<file path="src/rtl/calc_uart_sequencer.sv">
// Keystroke parser and sequencer between UART RX, the calculator datapath and the 7-seg driver.
// Optional idle-entry timeout is compiled in when TIMEOUT_EN is defined.
module calc_uart_sequencer #(
  parameter int NDIG           = 2,
  parameter int TIMEOUT_CYCLES = 100_000_000,
  parameter int NBITS_TIMEOUT  = 27
) (
  input  logic        clk,
  input  logic        rst,
  input  logic [7:0]  rx_data,
  input  logic        rx_done,
  output logic [6:0]  op_a,
  output logic [6:0]  op_b,
  output logic [1:0]  op_code,
  output logic        calc_start,
  input  logic        calc_done,
  input  logic [14:0] calc_result,
  output logic [4:0]  disp0,
  output logic [4:0]  disp1,
  output logic [4:0]  disp2,
  output logic [4:0]  disp3
);

  typedef enum logic [2:0] {IDLE, OPA, OPB, EXEC, WAIT, CONV, SHOW, ERR} state_t;

  localparam logic [4:0] BLANK  = 5'h10;
  localparam logic [4:0] MINUS  = 5'h11;
  localparam logic [4:0] ELET   = 5'h12;
  localparam logic [3:0] NDIG_C = 4'(NDIG);

  state_t           state;
  logic [3:0]       cnt_a, cnt_b;
  logic [14:0]      mag;
  logic             neg, range_err;
  logic [3:0][3:0]  bcd;
  logic [1:0]       k;

  logic       is_dig, is_op, is_eq, is_clr;
  logic [1:0] opc;
  logic [6:0] dval;
  logic       do_clear, tmo_hit, abort;

  always_comb begin
    is_dig = (rx_data >= 8'h30) && (rx_data <= 8'h39);
    is_op  = (rx_data == 8'h2B) || (rx_data == 8'h2D) || (rx_data == 8'h2A);
    is_eq  = (rx_data == 8'h3D) || (rx_data == 8'h0D);
    is_clr = (rx_data == 8'h43) || (rx_data == 8'h63);
    dval   = {3'b000, rx_data[3:0]};
    opc    = 2'd0;
    if (rx_data == 8'h2D) opc = 2'd1;
    else if (rx_data == 8'h2A) opc = 2'd2;
    do_clear = rx_done && is_clr &&
               (state != EXEC) && (state != WAIT) && (state != CONV);
  end

`ifdef TIMEOUT_EN
  localparam logic [NBITS_TIMEOUT-1:0] TMO_LAST = NBITS_TIMEOUT'(TIMEOUT_CYCLES - 1);
  logic [NBITS_TIMEOUT-1:0] tmo_cnt;

  // Counts idle cycles while an operand is being typed; any byte restarts it.
  always_ff @(posedge clk) begin
    if (rst || rx_done || ((state != OPA) && (state != OPB)) || tmo_hit)
      tmo_cnt <= '0;
    else
      tmo_cnt <= tmo_cnt + 1'b1;
  end

  assign tmo_hit = ((state == OPA) || (state == OPB)) && !rx_done && (tmo_cnt == TMO_LAST);
`else
  assign tmo_hit = 1'b0;
`endif

  assign abort = do_clear || tmo_hit;

  function automatic logic [19:0] render_op(input logic [6:0] v);
    logic [6:0] tens, ones;
    tens = v / 7'd10;
    ones = v % 7'd10;
    render_op = {BLANK, BLANK, (tens != 7'd0) ? 5'(tens) : BLANK, 5'(ones)};
  endfunction

  // Blank leading zeros and place the sign just left of the most significant digit.
  function automatic logic [19:0] render_res(input logic [3:0][3:0] b, input logic n);
    logic [4:0] d3, d2, d1, d0;
    d0 = {1'b0, b[0]};
    d1 = ((b[3] | b[2] | b[1]) != 4'd0) ? {1'b0, b[1]} : BLANK;
    d2 = ((b[3] | b[2]) != 4'd0) ? {1'b0, b[2]} : BLANK;
    d3 = (b[3] != 4'd0) ? {1'b0, b[3]} : BLANK;
    if (n) begin
      if (b[2] != 4'd0)      d3 = MINUS;
      else if (b[1] != 4'd0) d2 = MINUS;
      else                   d1 = MINUS;
    end
    render_res = {d3, d2, d1, d0};
  endfunction

  function automatic logic [14:0] weight(input logic [1:0] i);
    case (i)
      2'd3:    weight = 15'd1000;
      2'd2:    weight = 15'd100;
      default: weight = 15'd10;
    endcase
  endfunction

  always_ff @(posedge clk) begin
    if (rst) begin
      state      <= IDLE;
      op_a       <= '0;
      op_b       <= '0;
      op_code    <= '0;
      cnt_a      <= '0;
      cnt_b      <= '0;
      calc_start <= 1'b0;
      mag        <= '0;
      neg        <= 1'b0;
      range_err  <= 1'b0;
      bcd        <= '0;
      k          <= 2'd3;
      {disp3, disp2, disp1, disp0} <= {4{BLANK}};
    end else begin
      calc_start <= 1'b0;
      if (abort) begin
        state   <= IDLE;
        op_a    <= '0;
        op_b    <= '0;
        op_code <= '0;
        cnt_a   <= '0;
        cnt_b   <= '0;
      end else begin
        case (state)
          IDLE, SHOW, ERR: if (rx_done && is_dig) begin
            op_a  <= dval;
            cnt_a <= 4'd1;
            state <= OPA;
          end
          OPA: if (rx_done) begin
            if (is_dig) begin
              if (cnt_a < NDIG_C) begin
                op_a  <= op_a * 7'd10 + dval;
                cnt_a <= cnt_a + 4'd1;
              end else state <= ERR;
            end else if (is_op) begin
              op_code <= opc;
              op_b    <= '0;
              cnt_b   <= '0;
              state   <= OPB;
            end
          end
          OPB: if (rx_done) begin
            if (is_dig) begin
              if (cnt_b < NDIG_C) begin
                op_b  <= op_b * 7'd10 + dval;
                cnt_b <= cnt_b + 4'd1;
              end else state <= ERR;
            end else if (is_op) state <= ERR;
            else if (is_eq && (cnt_b != 4'd0)) begin
              calc_start <= 1'b1;
              state      <= EXEC;
            end
          end
          EXEC: state <= WAIT;
          WAIT: if (calc_done) begin
            neg       <= calc_result[14];
            mag       <= calc_result[14] ? 15'(-calc_result) : calc_result;
            range_err <= ($signed(calc_result) > 15'sd9999) || ($signed(calc_result) < -15'sd999);
            bcd       <= '0;
            k         <= 2'd3;
            state     <= CONV;
          end
          // One subtraction or one digit advance per cycle; the remainder is the ones digit.
          CONV: begin
            if (range_err) state <= ERR;
            else if (mag >= weight(k)) begin
              mag    <= mag - weight(k);
              bcd[k] <= bcd[k] + 4'd1;
            end else if (k == 2'd1) begin
              bcd[0] <= mag[3:0];
              state  <= SHOW;
            end else k <= k - 2'd1;
          end
          default: state <= IDLE;
        endcase
      end

      // Display follows the already-registered state, giving one cycle of lag.
      case (state)
        IDLE:    {disp3, disp2, disp1, disp0} <= {4{BLANK}};
        OPA:     {disp3, disp2, disp1, disp0} <= render_op(op_a);
        OPB:     {disp3, disp2, disp1, disp0} <= render_op(op_b);
        SHOW:    {disp3, disp2, disp1, disp0} <= render_res(bcd, neg);
        ERR:     {disp3, disp2, disp1, disp0} <= {BLANK, BLANK, BLANK, ELET};
        default: ;
      endcase
    end
  end

endmodule
</file>
<file path="config.mk">
export PLATFORM = sky130hd
export DESIGN_NAME = calc_uart_sequencer
export DESIGN_NICKNAME = d
export VERILOG_FILES = /design/src/rtl/calc_uart_sequencer.sv
export SDC_FILE = /design/constraint.sdc
export NUM_CORES = 1
export LEC_CHECK = 0
export ABC_AREA = 1
export CORE_MARGIN = 8
export CORE_UTILIZATION = 41
export DETAILED_ROUTE_END_ITERATION = 8
export PLACE_DENSITY = 0.59
export REMOVE_ABC_BUFFERS = 1
export SYNTH_ARGS = -nofsm -noshare
export SYNTH_HDL_FRONTEND = slang
export SYNTH_SLANG_ARGS = --single-unit
export TNS_END_PERCENT = 30
</file>
<file path="constraint.sdc">
create_clock -name clk -period 4.3 [get_ports clk]
set_clock_uncertainty 0.15 [all_clocks]
set_input_delay 0.86 -clock clk [delete_from_list [all_inputs] [get_ports clk]]
set_output_delay 0.86 -clock clk [all_outputs]
set_load 0.02 [all_outputs]
</file>
==> results by stage, run 1 <==
Critical path:
- The endpoint class of the critical path is a register.
- The arrival time of data at the critical path endpoint is 3900 ps.
- Along the worst path, the maximum fanout reaches 12.
- The flop-to-flop setup slack is 470 ps.
- The setup path with the least slack is of type register to register.
- For the worst flop-to-flop path, the logic depth is 24.
- The sort of element at the start of the critical path is a register.
- The data required time of the worst path is 4370 ps.
- The launch point of the worst reg-to-reg path is k[0].
- The end of the worst register-to-register path is bcd[9].

Global routing:
- The global-route total usage across every layer is 0.182.
- Summed over all layers, the global routing overflow is 0.
- The via count of the first global-routing pass is 5802.
- The first global-routing pass estimated 29400 µm of wire.
- The initial antenna violation count is 0.
- The pin count of the biggest net entering global routing is 38.

Synthesis:
- The synthesized area per cell is 6.36 µm².
- The synthesized flop and latch total is 83.
- In this run, synthesis inferred 0 flip-flops with an integrated enable.
- The unique cell type count in the Yosys netlist is 52.
- The share of the Yosys chip area taken by registers is 0.270.
- The area of the mapped netlist is 0.00616 mm².
- The post-synthesis xor/xnor area fraction is 0.0313.
- The count of synthesis-stage warnings from yosys is 0.
- Measured against the total synthesized area, the mux share comes to 0.00162.
- Synthesis produced 969 cells.
- The post-synthesis simple-gate area fraction is 0.322.
- Of the total synthesized cell area, the portion taken by full adders, half adders and majority gates is 0.0853.
- In the synthesized netlist the async set-or-reset flop fraction comes to 0.
- The area fraction in compound gates after synthesis came to 0.191.
- The most frequently used flop master after synthesis is sky130_fd_sc_hd__dfxtp_1.
- The dominant combinational cell family by area after synthesis is simple AND/OR/NAND/NOR gates.

STA:
- The clock period minus worst slack is 3830 ps.
- After layout, the worst setup slack is 472 ps.
- The count of final max-slew check failures is 0.
- The measured slew at the worst slew-check pin is 575 ps.
- The worst slew margin relative to its limit is 0.613.
- Setup repair after global routing left no endpoint under its margin.
- Dividing the final minimum period by the clock period gives 0.890.
- The hold violation count in the final report was 0.
- Setup violations remaining at the end of the flow were counted as 0.
- For the final routed database, the setup TNS stands at 0 ps.
- The maximum clock frequency is 0.261 GHz.

Min path:
- For hold timing, the worst endpoint is cnt_a[3].
- The startpoint identified for the worst hold timing path is cnt_a[3].
- The worst hold path belongs to the class register to register.
- The number of cells traversed by the worst hold path is 2.

Placement:
- After legalization and detailed placement, the total HPWL measured 13400 µm.
- Routability-driven placement finished with a final weighted congestion of 0.878.
- During placement, the flow inserted port buffers numbering 63.
- The cell count after placement is 1204.
- Prior to clock tree synthesis, the placed netlist has a worst setup slack of 536 ps.

Clock tree:
- Buffers added to address setup during post-CTS repair amount to 0.
- The library cell used as clock root buffer is sky130_fd_sc_hd__clkbuf_16.
- Clock-pin slew was measured on the worst setup and hold paths at 70 ps.
- The largest buffer count on any clock path is 2.
- Counting the buffers created by CTS gives 9.
- The H-tree was split into 3 levels.
- Once the clock tree was built, the resizer swapped 0 gates to a different size.
- The TritonCTS clock tree is yes.
- The clock drives 83 sinks.
- The hold buffer count at CTS is 0.
- The clock insertion delay at the later pin of the skew report is 350 ps.

Floorplanning:
- The number of core rows is 45.
- The area of the placeable core is 0.0149 mm².
- The initial utilization of the core area, before any placement, comes to 0.413.
- The die is 139 µm tall.
- The die outline width is 139 µm.
- The floorplan step defined a die boundary enclosing 0.0192 mm².
- The number of primary I/O pins is 64.

Drt:
- After detailed routing, the number of vias per cell comes to 5.13.
- The average wire per standard cell is 14.4 µm.
- The number of iterations in the first detailed-routing pass is 5.
- The detailed router finished its first iteration with 407 violations.
- The number of vias after detailed routing is 6256.
- The sum of routed wire length over all layers is 17500 µm.
- For this run, design rule violations remaining after detail routing come to 0.
- The count of nets left with antenna violations after detail routing is 0.

Run status:
- The run finished with clean final reports.

Layout:
- In the final layout, the share of cells above drive strength 1 is 0.0572.
- In the final design database the tool counted 1093 nets.
- Compared with the post-synthesis result, the final layout area differs by 17.9%.
- The antenna diode count is 0.
- The final standard cell count with taps included and fillers excluded is 1220.
- The fraction of the core area covered by cells at the end of the flow is 0.487.

Power:
- The static power due to leakage is 3.14 nW.
- The maximum vdd ir drop is 0.233 mV.
- The power per cell area is 567 mW/mm².

Run:
- The max-capacitance violation count is 0.
per-layer routing:
metal / global-route usage / routed length, µm / vias up
met1: 0.257 / 9120 / 2789
li1: - / - / 3321
met4: 0.0526 / 226 / 0
met3: 0.0322 / 709 / 17
met2: 0.274 / 7460 / 129
met5: 0 / 0 / -
kinds of logic after synthesis:
| kind of cell | Yosys count |
|---|---|
| buffers and inverters | 152 |
| AOI/OAI and AO/OA | 206 |
| muxes | 1 |
| and+or+nand+nor | 466 |
| adders and majority gates | 39 |
| xor gates and xnor gates | 22 |
| DFF | 83 |
layout by cell type (no fill, tap or decap), types with 5 or more instances in the layout:
cell type,synthesis,layout
sky130_fd_sc_hd__nor3_1,20,20
sky130_fd_sc_hd__fa_1,5,5
sky130_fd_sc_hd__nor2_1,116,115
sky130_fd_sc_hd__a211oi_1,13,13
sky130_fd_sc_hd__clkbuf_16,0,9
sky130_fd_sc_hd__a21oi_1,79,79
sky130_fd_sc_hd__buf_4,4,14
sky130_fd_sc_hd__nand3_1,48,48
sky130_fd_sc_hd__dfxtp_1,83,83
sky130_fd_sc_hd__nand4_1,17,17
sky130_fd_sc_hd__a31oi_1,5,5
sky130_fd_sc_hd__nand2_1,237,237
sky130_fd_sc_hd__inv_2,6,6
sky130_fd_sc_hd__o21ai_0,71,71
sky130_fd_sc_hd__nand3_2,5,5
sky130_fd_sc_hd__inv_1,115,115
sky130_fd_sc_hd__xnor2_1,8,8
sky130_fd_sc_hd__clkdlybuf4s50_1,0,63
sky130_fd_sc_hd__ha_1,34,34
sky130_fd_sc_hd__o22ai_1,6,6
sky130_fd_sc_hd__o211ai_1,7,7
sky130_fd_sc_hd__xor2_1,14,14
power breakdown:
part / switching (mW) / total, mW / internal [mW]
Sequential: 0.161 / 1.08 / 0.921
Clock: 0.349 / 0.762 / 0.413
Combinational: 1.46 / 2.27 / 0.814
worst max-delay path, cell delays in order (launching register included):
cell	delay (ps)
sky130_fd_sc_hd__dfxtp_1	370
sky130_fd_sc_hd__buf_4	190
sky130_fd_sc_hd__ha_1	290
sky130_fd_sc_hd__nor2_1	120
sky130_fd_sc_hd__ha_1	220
sky130_fd_sc_hd__fa_1	360
sky130_fd_sc_hd__inv_1	70
sky130_fd_sc_hd__nand2_1	60
sky130_fd_sc_hd__nand2_1	80
sky130_fd_sc_hd__nand2_1	60
sky130_fd_sc_hd__nand2_1	60
sky130_fd_sc_hd__a21oi_1	70
sky130_fd_sc_hd__nor2_1	130
sky130_fd_sc_hd__nor2_1	60
sky130_fd_sc_hd__o21bai_1	160
sky130_fd_sc_hd__nand2_1	130
sky130_fd_sc_hd__nand2_1	110
sky130_fd_sc_hd__nor2_1	70
sky130_fd_sc_hd__o2111ai_2	110
sky130_fd_sc_hd__nand2_1	110
sky130_fd_sc_hd__inv_1	260
sky130_fd_sc_hd__buf_4	220
sky130_fd_sc_hd__o21ai_2	90
sky130_fd_sc_hd__nand2_1	80
sky130_fd_sc_hd__a21oi_1	50
worst max path at each step:
stage | from | to | slack (ps) | depth (start not counted)
finish | k[0] | bcd[9] | 470 | 24
global route | k[0] | bcd[10] | 20 | 24
CTS | k[0] | bcd[9] | 500 | 24
detailed placement | k[0] | bcd[9] | 540 | 24
global placement | state[2] | disp0[1] | 620 | 24
floorplan | k[0] | bcd[14] | 250 | 23
through the flow:
| stage | hold slack (ps) | instance area [µm²] | power [mW] |
|---|---|---|---|
| after floorplan | 269 | 6010 | 2.68 |
| after global placement | 278 | 6980 | 3.36 |
| after detailed placement | 283 | 6980 | 3.37 |
| after CTS | 293 | 7270 | 4.14 |
| after global routing | 309 | 7270 | 4.52 |
| final | 291 | 7270 | 4.12 |
cell usage after synthesis, types with 2 or more instances:
master,instances,area share
sky130_fd_sc_hd__nand2_1,237,0.14
sky130_fd_sc_hd__nor2_1,116,0.071
sky130_fd_sc_hd__inv_1,115,0.070
sky130_fd_sc_hd__dfxtp_1,83,0.27
sky130_fd_sc_hd__a21oi_1,79,0.064
sky130_fd_sc_hd__o21ai_0,71,0.058
sky130_fd_sc_hd__nand3_1,48,0.039
sky130_fd_sc_hd__ha_1,34,0.069
sky130_fd_sc_hd__nor3_1,20,0.016
sky130_fd_sc_hd__clkbuf_1,17,0.010
sky130_fd_sc_hd__nand4_1,17,0.017
sky130_fd_sc_hd__xor2_1,14,0.020
sky130_fd_sc_hd__a211oi_1,13,0.016
sky130_fd_sc_hd__xnor2_1,8,0.011
sky130_fd_sc_hd__o211ai_1,7,0.0085
sky130_fd_sc_hd__inv_2,6,0.0037
sky130_fd_sc_hd__o22ai_1,6,0.0061
sky130_fd_sc_hd__a31oi_1,5,0.0051
sky130_fd_sc_hd__fa_1,5,0.016
sky130_fd_sc_hd__nand3_2,5,0.0081
sky130_fd_sc_hd__buf_2,4,0.0032
sky130_fd_sc_hd__buf_4,4,0.0049
sky130_fd_sc_hd__nand2_2,4,0.0041
sky130_fd_sc_hd__nor4_1,4,0.0041
sky130_fd_sc_hd__o21ai_1,4,0.0032
sky130_fd_sc_hd__or2_2,4,0.0041
sky130_fd_sc_hd__buf_6,3,0.0055
sky130_fd_sc_hd__nor2_2,3,0.0030
sky130_fd_sc_hd__a2111oi_0,2,0.0028
sky130_fd_sc_hd__a32oi_1,2,0.0028
sky130_fd_sc_hd__buf_1,2,0.0012
sky130_fd_sc_hd__nand3b_1,2,0.0024
sky130_fd_sc_hd__nor3b_1,2,0.0024
sky130_fd_sc_hd__o2111ai_1,2,0.0028
sky130_fd_sc_hd__o21ai_2,2,0.0028
sky130_fd_sc_hd__o21bai_1,2,0.0024
sky130_fd_sc_hd__o32ai_1,2,0.0028
registers in the layout, summed over array words and instances, names as in the netlist:
signal / flops
bcd: 16
mag: 15
op_a: 7
op_b: 7
disp0: 5
disp1: 5
disp2: 5
disp3: 5
cnt_a: 4
cnt_b: 4
state: 3
k: 2
op_code: 2
calc_start: 1
neg: 1
range_err: 1
cell type report:
class,count,area (µm²)
Clock buffer,10,239
Inverter,122,458
Timing Repair Buffer,77,736
Fill cell,1599,7650
Tap cell,188,235
Clock inverter,6,47.5
Multi-Input combinational cell,734,3890
Sequential cell,83,1660
(Power assumes the default switching activity.)
==> inputs of run 2 (changes only) <==
- CAP_MARGIN: not set -> 20
==> results of run 2 <==
Same layout as run 1: the final DEF is identical, and so are final timing and power.
==> inputs of run 3 (changes only) <==
- ABC_CLOCK_PERIOD_IN_PS: not set -> 4300
==> results of run 3 <==
Same layout as run 1: the final DEF is identical, and so are final timing and power.
